===== config.mk =====
export PLATFORM = sky130hd
export DESIGN_NAME = fetch_queue_unit
export DESIGN_NICKNAME = d
export VERILOG_FILES = /design/src/rtl/fetch_queue_unit.sv
export SDC_FILE = /design/constraint.sdc
export NUM_CORES = 1
export LEC_CHECK = 0
export ABC_AREA = 1
export BUFFER_PORTS_ARGS = -buffer_cell sky130_fd_sc_hd__buf_2
export CORE_ASPECT_RATIO = 0.5
export CORE_UTILIZATION = 40
export DETAILED_ROUTE_END_ITERATION = 10
export GPL_ROUTABILITY_DRIVEN = 0
export GPL_TIMING_DRIVEN = 0
export HOLD_SLACK_MARGIN = 0.1
export PLACE_DENSITY = 0.7
export SLEW_MARGIN = 0
export SYNTH_ARGS = -nofsm -noshare
export SYNTH_HDL_FRONTEND = slang
export SYNTH_SLANG_ARGS = --single-unit

===== constraint.sdc =====
create_clock -name clk -period 17.92 [get_ports clk]
set_input_delay 2.688 -clock clk [delete_from_list [all_inputs] [get_ports clk]]
set_output_delay 2.688 -clock clk [all_outputs]
set_load 0.02 [all_outputs]

===== src/rtl/fetch_queue_unit.sv =====
// Instruction fetch front end: PC owner, 1-cycle imem, DEPTH-entry queue.
// Optional FETCH_BYPASS_EN forwards a response straight to decode when empty.
module fetch_queue_unit #(
  parameter int                 ADDR_W   = 64,
  parameter int                 INSTR_W  = 32,
  parameter int                 DEPTH    = 4,
  parameter logic [ADDR_W-1:0]  RESET_PC = '0
) (
  input  logic                       clk,
  input  logic                       reset,
  output logic                       imem_req,
  output logic [ADDR_W-1:0]          imem_addr,
  input  logic [INSTR_W-1:0]         imem_rdata,
  input  logic                       redirect,
  input  logic [ADDR_W-1:0]          redirect_pc,
  output logic                       out_valid,
  input  logic                       out_ready,
  output logic [INSTR_W-1:0]         out_instr,
  output logic [ADDR_W-1:0]          out_pc,
  output logic [ADDR_W-1:0]          out_pc_plus4,
  output logic [$clog2(DEPTH):0]     count
);

  localparam int PW = $clog2(DEPTH);
  localparam int CW = PW + 1;

  logic [ADDR_W-1:0]  pc_q, pc_d;
  logic [ADDR_W-1:0]  rpc_q, rpc_d;
  logic               pend_q, pend_d;
  logic               hv_q, hv_d;
  logic [CW-1:0]      cnt_q, cnt_d;
  logic [PW-1:0]      rd_q, rd_d;
  logic [PW-1:0]      wr_q, wr_d;

  logic [INSTR_W-1:0] mem_instr_q [DEPTH];
  logic [ADDR_W-1:0]  mem_pc_q    [DEPTH];

  logic [CW:0]        used;
  logic               head_valid;
  logic               byp;
  logic               push;
  logic               pop;

  // Credit counts the in-flight response so the queue can never overflow.
  assign used       = {1'b0, cnt_q} + (CW+1)'(pend_q);
  assign imem_req   = ~reset & ~redirect & (used < (CW+1)'(DEPTH));
  assign imem_addr  = pc_q;
  assign head_valid = (cnt_q != '0);
  assign count      = cnt_q;

`ifdef FETCH_BYPASS_EN
  assign byp = ~head_valid & pend_q & ~redirect;
`else
  assign byp = 1'b0;
`endif

  assign out_valid = head_valid | byp;
  assign out_instr = byp ? imem_rdata : mem_instr_q[rd_q];
  assign out_pc    = byp ? rpc_q : mem_pc_q[rd_q];

  // Reads zero until a head has ever been presented.
  assign out_pc_plus4 = (hv_q | out_valid) ? out_pc + ADDR_W'(4) : '0;

  assign pop  = head_valid & out_ready & ~redirect;
  assign push = pend_q & ~redirect & ~(byp & out_ready);

  always_comb begin
    pc_d   = pc_q;
    rpc_d  = rpc_q;
    pend_d = imem_req;
    hv_d   = hv_q | out_valid;
    rd_d   = rd_q;
    wr_d   = wr_q;
    cnt_d  = cnt_q;
    if (redirect) begin
      pc_d  = redirect_pc;
      rd_d  = '0;
      wr_d  = '0;
      cnt_d = '0;
    end else begin
      if (imem_req) begin
        pc_d  = pc_q + ADDR_W'(4);
        rpc_d = pc_q;
      end
      if (pop)  rd_d = rd_q + PW'(1);
      if (push) wr_d = wr_q + PW'(1);
      cnt_d = cnt_q + CW'(push) - CW'(pop);
    end
  end

  always_ff @(posedge clk or posedge reset) begin
    if (reset) begin
      pc_q   <= RESET_PC;
      rpc_q  <= RESET_PC;
      pend_q <= 1'b0;
      hv_q   <= 1'b0;
      cnt_q  <= '0;
      rd_q   <= '0;
      wr_q   <= '0;
    end else begin
      pc_q   <= pc_d;
      rpc_q  <= rpc_d;
      pend_q <= pend_d;
      hv_q   <= hv_d;
      cnt_q  <= cnt_d;
      rd_q   <= rd_d;
      wr_q   <= wr_d;
    end
  end

  always_ff @(posedge clk or posedge reset) begin
    if (reset) begin
      for (int i = 0; i < DEPTH; i++) begin
        mem_instr_q[i] <= '0;
        mem_pc_q[i]    <= '0;
      end
    end else if (push) begin
      mem_instr_q[wr_q] <= imem_rdata;
      mem_pc_q[wr_q]    <= rpc_q;
    end
  end

`ifndef SYNTHESIS
  always_ff @(posedge clk) begin
    if (!reset) begin
      assert (!(push && cnt_q == CW'(DEPTH)));
    end
  end
`endif

endmodule


**After elaboration in Yosys (flattened, before gate mapping)**

Cells that the tools add are included.
W data, S select, Z words.

- Add/sub/neg operators: 7
- Order comparisons: 4
- Mux-type cells: 20
- Bitwise logic cells: 10
- Reduce and logical (&&, ||, !) cells: 6

Operators with widths:

| kind | number |
|---|---|
| $mux W64 | 6 |
| $bwmux W256 | 1 |
| $add A64 B3 Y64 const B | 2 |
| $bmux W64 S2 | 1 |
| $bwmux W128 | 1 |
| $demux W64 S2 | 1 |
| $mux W32 | 3 |
| $bmux W32 S2 | 1 |
| $demux W32 S2 | 1 |
| $mux W2 | 4 |
| $ge A3 B3 Y1 const B | 2 |
| $not A2 Y3 | 2 |
| $reduce_bool A2 Y1 | 3 |
| $and A1 B1 Y1 | 5 |
| $add A2 B1 Y2 const B | 2 |
| $add A3 B1 Y4 | 1 |
| $lt A4 B3 Y1 const B | 1 |
| $add A3 B1 Y3 | 1 |
| $lt A3 B1 Y1 const B | 1 |
| $mux W3 | 1 |
| $reduce_bool A3 Y1 | 1 |
| $sub A3 B1 Y3 | 1 |
| $not A1 Y1 | 2 |
| $reduce_and A2 Y1 | 1 |
| 2 further kinds | 2 |

- Register bits: 521
- Bits of input ports: 100
- Logic and storage cells: 62

**Depth between registers and ports, before layout**

Gate-level depths: netlist (run 1).

- Depth in word-level cells: 6
- Gate-level depth with buffers: 18

**Worst setup path before layout (run 1)**

OpenSTA, ideal clock, no wires.

- Path kind: input to output
- From: input port reset
- To: output port imem_req
- Arrival: 14.575 ns
- Setup slack: 0.657 ns
- Cell stages on the path: 6
- Buffers on the path: 1
- Path through: inv_1 -> nand3_1 -> inv_1 -> nand2_1 -> inv_1 -> clkbuf_1

- Word-level cells in the longest chain between the ends: 3

Ends and longest elaborated chain:

| item | RTL line | RTL |
|---|---|---|
| from (decl) | 10 | `input logic reset,` |
| $not A1 Y1 | 46 | `assign imem_req = ~reset & ~redirect & (used < (CW+1)'(DEPTH));` |
| $and A1 B1 Y1 (2 in series) | 46 |  |
| to (decl) | 11 | `output logic imem_req,` |

Every way passes these cells.

**Final worst setup path (run 1)**

Ends and elaborated chain as after synthesis.

==> impl_metrics.ini, run 1 <==
[setup_path]
critPathBufInv = 7
arrival_ns = 4.93
path_cells = buf_2 > inv_8 > buf_16 > nand3_1 > inv_1 > nand2_1 > inv_1 > clkbuf_1 > buf_2
worstSetupStartpoint = reset
endpoint_kind = output pin
worstSetupPathType = in -> out
timing.rr.start = count[0]$_DFF_PP0_
critPathSlowestCell = clkbuf_1
critPathRequiredTime_ns = 15.23
critical-path-max-stage-delay_ns = 0.55
cp_top_family = buffers and inverters
rr_worst_depth = 10
worstSetupStartpointType = primary input
worstReg2RegEnd = count[2]$_DFF_PP0_
cp_max_fo = 104
reg2reg_slack_ns = 15.17

[logic_synthesis]
yosys-top-cells-count = nand2_1, o21ai_0, dfrtp_1
syn_area_um2 = 26430
synth_most_common_cell = nand2_1
synth_cell_type_count = 44
synth_async_sr_flop_share_pct = 100.0
yosysWarnings = 0
synth_area_leaders = dfrtp_1, nand2_1, o21ai_0
netlist_instances = 3501
yosysSeqAreaShare_pct = 49.33
synth_seq_cells = 521
synthesis.nets = 3611
synth_area_per_cell_um2 = 7.548
synth_area_leader_cell = dfrtp_1
synth_top_area_share_pct = 49.33
synth-edff-count = 0
ys.flop_type = dfrtp_1

[sta]
max_clock_freq_mhz = 131.3
finalHoldViolations = 0
post-route-min-period_ns = 7.615
rsz0062_at_grt = no
finClkSkew_ns = 0.03559
tightest_slew_ns = 1.080
setup_viol_count_final = 0
finalCritPeriodShare_pct = 42.49
maxSlewViolCount = 0
relSlewSlack_pct = 28.03

[floorplan]
start_util_pct = 40.56
die_w_um = 365.5
core_um2 = 65160
num_rows = 66
io_pins = 329
die_h_um = 183.8
dieArea_um2 = 67160

[finish]
fillers = 6459
layout.nets = 3995
n_antenna_cell = 0
final_cell_count_no_fill = 4808
drive_above_1_share_pct = 13.63
areaGrowthSynthToFinish_pct = 17.54

[hold_path]
hold_class = reg -> reg
hold_path_end = mem_instr_q[46]$_DFFE_PP0P_
hold_path_depth = 2
min_from = mem_instr_q[46]$_DFFE_PP0P_

[detailed_routing]
wire_per_inst_um = 20.27
firstDrtPassIters = 6
drc = 0
wl_um = 97440
drt_first_iter_violations = 2984
vias_per_cell = 5.468
vias = 26290
antenna_left = 0

[clocking]
numCtsBuffers = 51
clk_root_buffer_cell = clkbuf_16
holdBufCountCts = 0
cts_resized = 0
cts_setup_buffers = 0
clk_pin_slew_ns = 0.06
clock-sinks = 521
clk-insertion-delay-late_ns = 0.61
htreeDepth = 2
cts_tree = built
clockBufferDepth = 3

[global_route]
grt_overflow = 0
grt_max_degree = 124
grt_pass1_vias = 24840
antenna_found_initial = 0
grt_usage_pct = 28.61
grt_pass1_wl_um = 146900

[power]
power_density_nw_per_um2 = 157.5
vdd_drop_max_v = 0.00009640
power_mw = 4.893
power_leakage_nw = 15.22

[flow_run]
max_cap_viol_count = 0

[placement]
port_buffers = 327
hpwl_um = 73310
place_inst = 4716

[status]
outcome = complete, no violations
metrics by stage:
step / area [um^2] / utilization (%) / hold WS, ns / setup slack, ns / setup TNS, ns
final: 31060 / 47.67 / 0.4809 / 10.31 / 0
after global routing: 31060 / 47.67 / 0.4967 / 9.995 / 0
after CTS: 31060 / 47.67 / 0.4833 / 10.23 / 0
after detailed placement: 29290 / 44.95 / 0.4682 / 10.23 / 0
after global placement: 29170 / 44.77 / 0.4597 / -4.722 / -2605.04
after floorplan: 26430 / - / 0.4478 / 0.6573 / 0
layout make-up:
class | count | area, um^2 | share of cell area, %
Buffer | 190 | 937.1 | 3.017
Clock buffer | 74 | 1534 | 4.938
Clock inverter | 18 | 241.5 | 0.7774
Inverter | 297 | 1130 | 3.637
Multi-Input combinational cell | 2493 | 11330 | 36.47
Sequential cell | 521 | 13040 | 41.97
Tap cell | 884 | 1106 | 3.561
Timing Repair Buffer | 331 | 1747 | 5.623
cell usage in the layout (no fill, tap or decap), types with 4 or more instances in the layout:
cell type | Yosys | routed
nand2_2 | 18 | 18
ha_1 | 9 | 9
nor3_1 | 42 | 42
nand4_1 | 15 | 15
dfrtp_1 | 521 | 521
inv_2 | 4 | 4
bufinv_16 | 0 | 5
o21ai_0 | 561 | 561
clkbuf_8 | 0 | 15
o21bai_1 | 7 | 7
buf_2 | 16 | 343
clkbuf_1 | 131 | 138
nand3b_1 | 7 | 7
clkbuf_16 | 0 | 52
nand3_1 | 198 | 198
o22ai_1 | 33 | 33
nand3_2 | 4 | 4
nor2_2 | 35 | 35
xor2_1 | 36 | 36
o211ai_1 | 17 | 17
buf_4 | 8 | 8
clkinv_2 | 0 | 8
nor2_4 | 5 | 5
inv_1 | 291 | 290
buf_6 | 18 | 18
buf_16 | 0 | 4
nand2_1 | 1114 | 1114
nor2_1 | 294 | 294
a21oi_1 | 53 | 53
buf_1 | 14 | 14
o221ai_1 | 19 | 19
metal layers:
metal	vias up	GRT usage, %	share of wire (%)
met4	2	14.08	5.3
met2	1372	43.46	44
li1	12030	-	-
met3	284	6.795	11
met5	-	1.816	0.17
met1	12610	38.20	40
report_power, final:
group          internal (mW)  total [mW]  leakage (nW)  switching [mW]
logic                  0.582        2.03          7.52            1.45
registers               1.50        1.72          6.82           0.221
clock network          0.666        1.14         0.877           0.476
total                   2.75        4.89          15.2            2.14
flip-flops by register name, indices dropped and copies added (netlist names):
register / count
count: 3
hv_q: 1
imem_addr: 64
mem_instr_q: 128
mem_pc_q: 256
pend_q: 1
rd_q: 2
rpc_q: 64
wr_q: 2
tightest hold or removal path, stage by stage (launching register included):
cell and delay, ns:
dfrtp_1 0.34, nand2_1 0.05, o21ai_0 0.06
how the worst max path moves through the flow:
stage | endpoint | slack (ns) | depth (start not counted)
CTS | imem_req | 10.23 | 9
floorplan | count[0]$_DFF_PP0_ | 0.66 | 1
global placement | mem_pc_q[214]$_DFFE_PP0P_ | -4.72 | 2
global route | imem_req | 9.99 | 9
finish | imem_req | 10.31 | 9
detailed placement | imem_req | 10.23 | 9
cells by family after synthesis:
group / share of synthesized area (%)
xor gates and xnor gates: 1.193
DFF: 49.33
AOI/OAI and AO/OA: 14.07
adders and majority gates: 0.5019
and+or+nand+nor: 27.11
buffers and inverters: 7.793
(Power assumes the default switching activity.)
==> run 2: changes to the inputs <==
- clock period: 17.92 -> 6.8 ns (I/O delays scaled with it)
==> impl_metrics.ini, run 2 (synthesis results as in run 1) <==
[status]
outcome = complete, no violations

[setup_path]
endpoint_kind = output pin
critical-path-max-stage-delay_ns = 0.60
critPathRequiredTime_ns = 5.78
worstSetupStartpointType = flip-flop
arrival_ns = 3.73
critPathSlowestCell = clkbuf_1
cpMostUsedCell = buf_2
worstSetupPathType = reg -> out
cp_max_fo = 10
path_cells = buf_4 > inv_2 > buf_2 > buf_2 > clkbuf_1 > clkbuf_1 > o21ai_0 > o22ai_1 > buf_2

[power]
switching_share_pct = 44.04
seqPwrFrac_pct = 35.5
p_switching_mw = 5.644
power.internal_mw = 7.172
power_leakage_nw = 15.29
power_density_nw_per_um2 = 410.9
power_mw = 12.82
vdd_drop_max_v = 0.0002606
clock_power_share_pct = 22.7
combPwrFrac_pct = 41.8

[sta]
setup_viol_count_final = 0
relSlewSlack_pct = 22.85
rsz0062_at_grt = no
finalHoldViolations = 0
finClkSkew_ns = 0.03671
tightest_slew_ns = 1.157
max_clock_freq_mhz = 210.5
finalCritPeriodShare_pct = 69.85
maxSlewViolCount = 0
fin_hold_ws_ns = 0.4059
post-route-min-period_ns = 4.750

[clocking]
cts_resized = 0
cts_tree = built
clk_root_buffer_cell = clkbuf_16
cts_setup_buffers = 0
clockBufferDepth = 3
clk_pin_slew_ns = 0.07
clock-sinks = 521
numCtsBuffers = 50
clk-insertion-delay-late_ns = 0.60
holdBufCountCts = 0
htreeDepth = 2

[global_route]
grt_max_degree = 45
grt_pass1_wl_um = 147200
grt_overflow = 0
antenna_found_initial = 0
grt_pass1_vias = 25060
grt_usage_pct = 28.68

[finish]
final_common_cell = nand2_1
fillers = 6440
layout_common_cells = nand2_1, o21ai_0, dfrtp_1
reg_top3 = mem_pc_q: 256 flops, mem_instr_q: 128 flops
drive_above_1_share_pct = 14.11
layout.nets = 4003
top_register = mem_pc_q
n_antenna_cell = 0
areaGrowthSynthToFinish_pct = 18.03
largest_register_ff_count = 256

[floorplan]
die_h_um = 183.8
dieArea_um2 = 67160
num_rows = 66
die_w_um = 365.5
start_util_pct = 40.56
core_um2 = 65160
io_pins = 329

[detailed_routing]
firstDrtPassIters = 6
wl_um = 97950
wire_per_inst_um = 20.33
drc = 0
vias_per_cell = 5.496
vias = 26480
drt_first_iter_violations = 3108
antenna_left = 0

[placement]
hpwl_um = 73740
port_buffers = 327

[flow_run]
max_cap_viol_count = 0

[hold_path]
hold_class = in -> async
## run 2: metrics by stage
stage          util (%)  setup WS [ns]  setup TNS [ns]  instance area (um^2)  std cells
2_1_floorplan         -         -3.285        -1025.92                 26480       3501
3_3_place_gp      44.85         -6.570        -2914.81                 29220       4712
3_5_place_dp      45.25          2.723               0                 29480       4725
4_1_cts           47.87          2.123               0                 31190       4818
5_1_grt           47.87          1.965               0                 31190       4818
6_report          47.87          2.050               0                 31190       4818
## run 2: final timing paths
check,from,end,slack [ns],cells after the start
max,rd_q[1]$_DFFE_PP0P_,out_instr[29],2.05,9
min,reset,mem_pc_q[211]$_DFFE_PP0P_,0.41,2
max reg2reg,imem_addr[2]$_DFFE_PP0P_,imem_addr[56]$_DFFE_PP0P_,4.01,10
min reg2reg,mem_instr_q[78]$_DFFE_PP0P_,mem_instr_q[78]$_DFFE_PP0P_,0.48,2
max in group asynchronous,reset,mem_instr_q[7]$_DFFE_PP0P_,4.92,6
min in group clk,mem_instr_q[78]$_DFFE_PP0P_,mem_instr_q[78]$_DFFE_PP0P_,0.48,2
## run 2: layer usage
layer	vias up	part of all wire, %	track usage, %
li1	12060	-	-
met1	12800	41	38.60
met2	1351	44	43.98
met3	275	9.5	5.881
met4	0	5.4	14.31
met5	-	0	0
## run 2: layout make-up
cell class	instances	area, um^2	area share [%]
plain buffers	190	984.7	3.157
clock buffers	78	1486	4.766
clock inverters	15	221.5	0.7100
inverters	297	1126	3.610
multi-input cells	2493	11330	36.33
flip-flops and latches	521	13040	41.80
well taps	884	1106	3.546
repair buffers	340	1897	6.081
## run 2: power groups by stage
stage | logic [mW] | registers [mW] | clock network, mW
floorplan | 3.26 | 4.47 | 0
global placement | 5.18 | 4.55 | 0
detailed placement | 5.27 | 4.56 | 0
CTS | 5.29 | 4.52 | 2.93
global route | 5.79 | 4.63 | 3.06
finish | 5.35 | 4.55 | 2.91
## run 2: critical path, delay by kind of cell, from the launching register on
family          cells  cell delay, ns
flops               1            0.37
compound gates      2            0.46
buf+inv             7            2.28
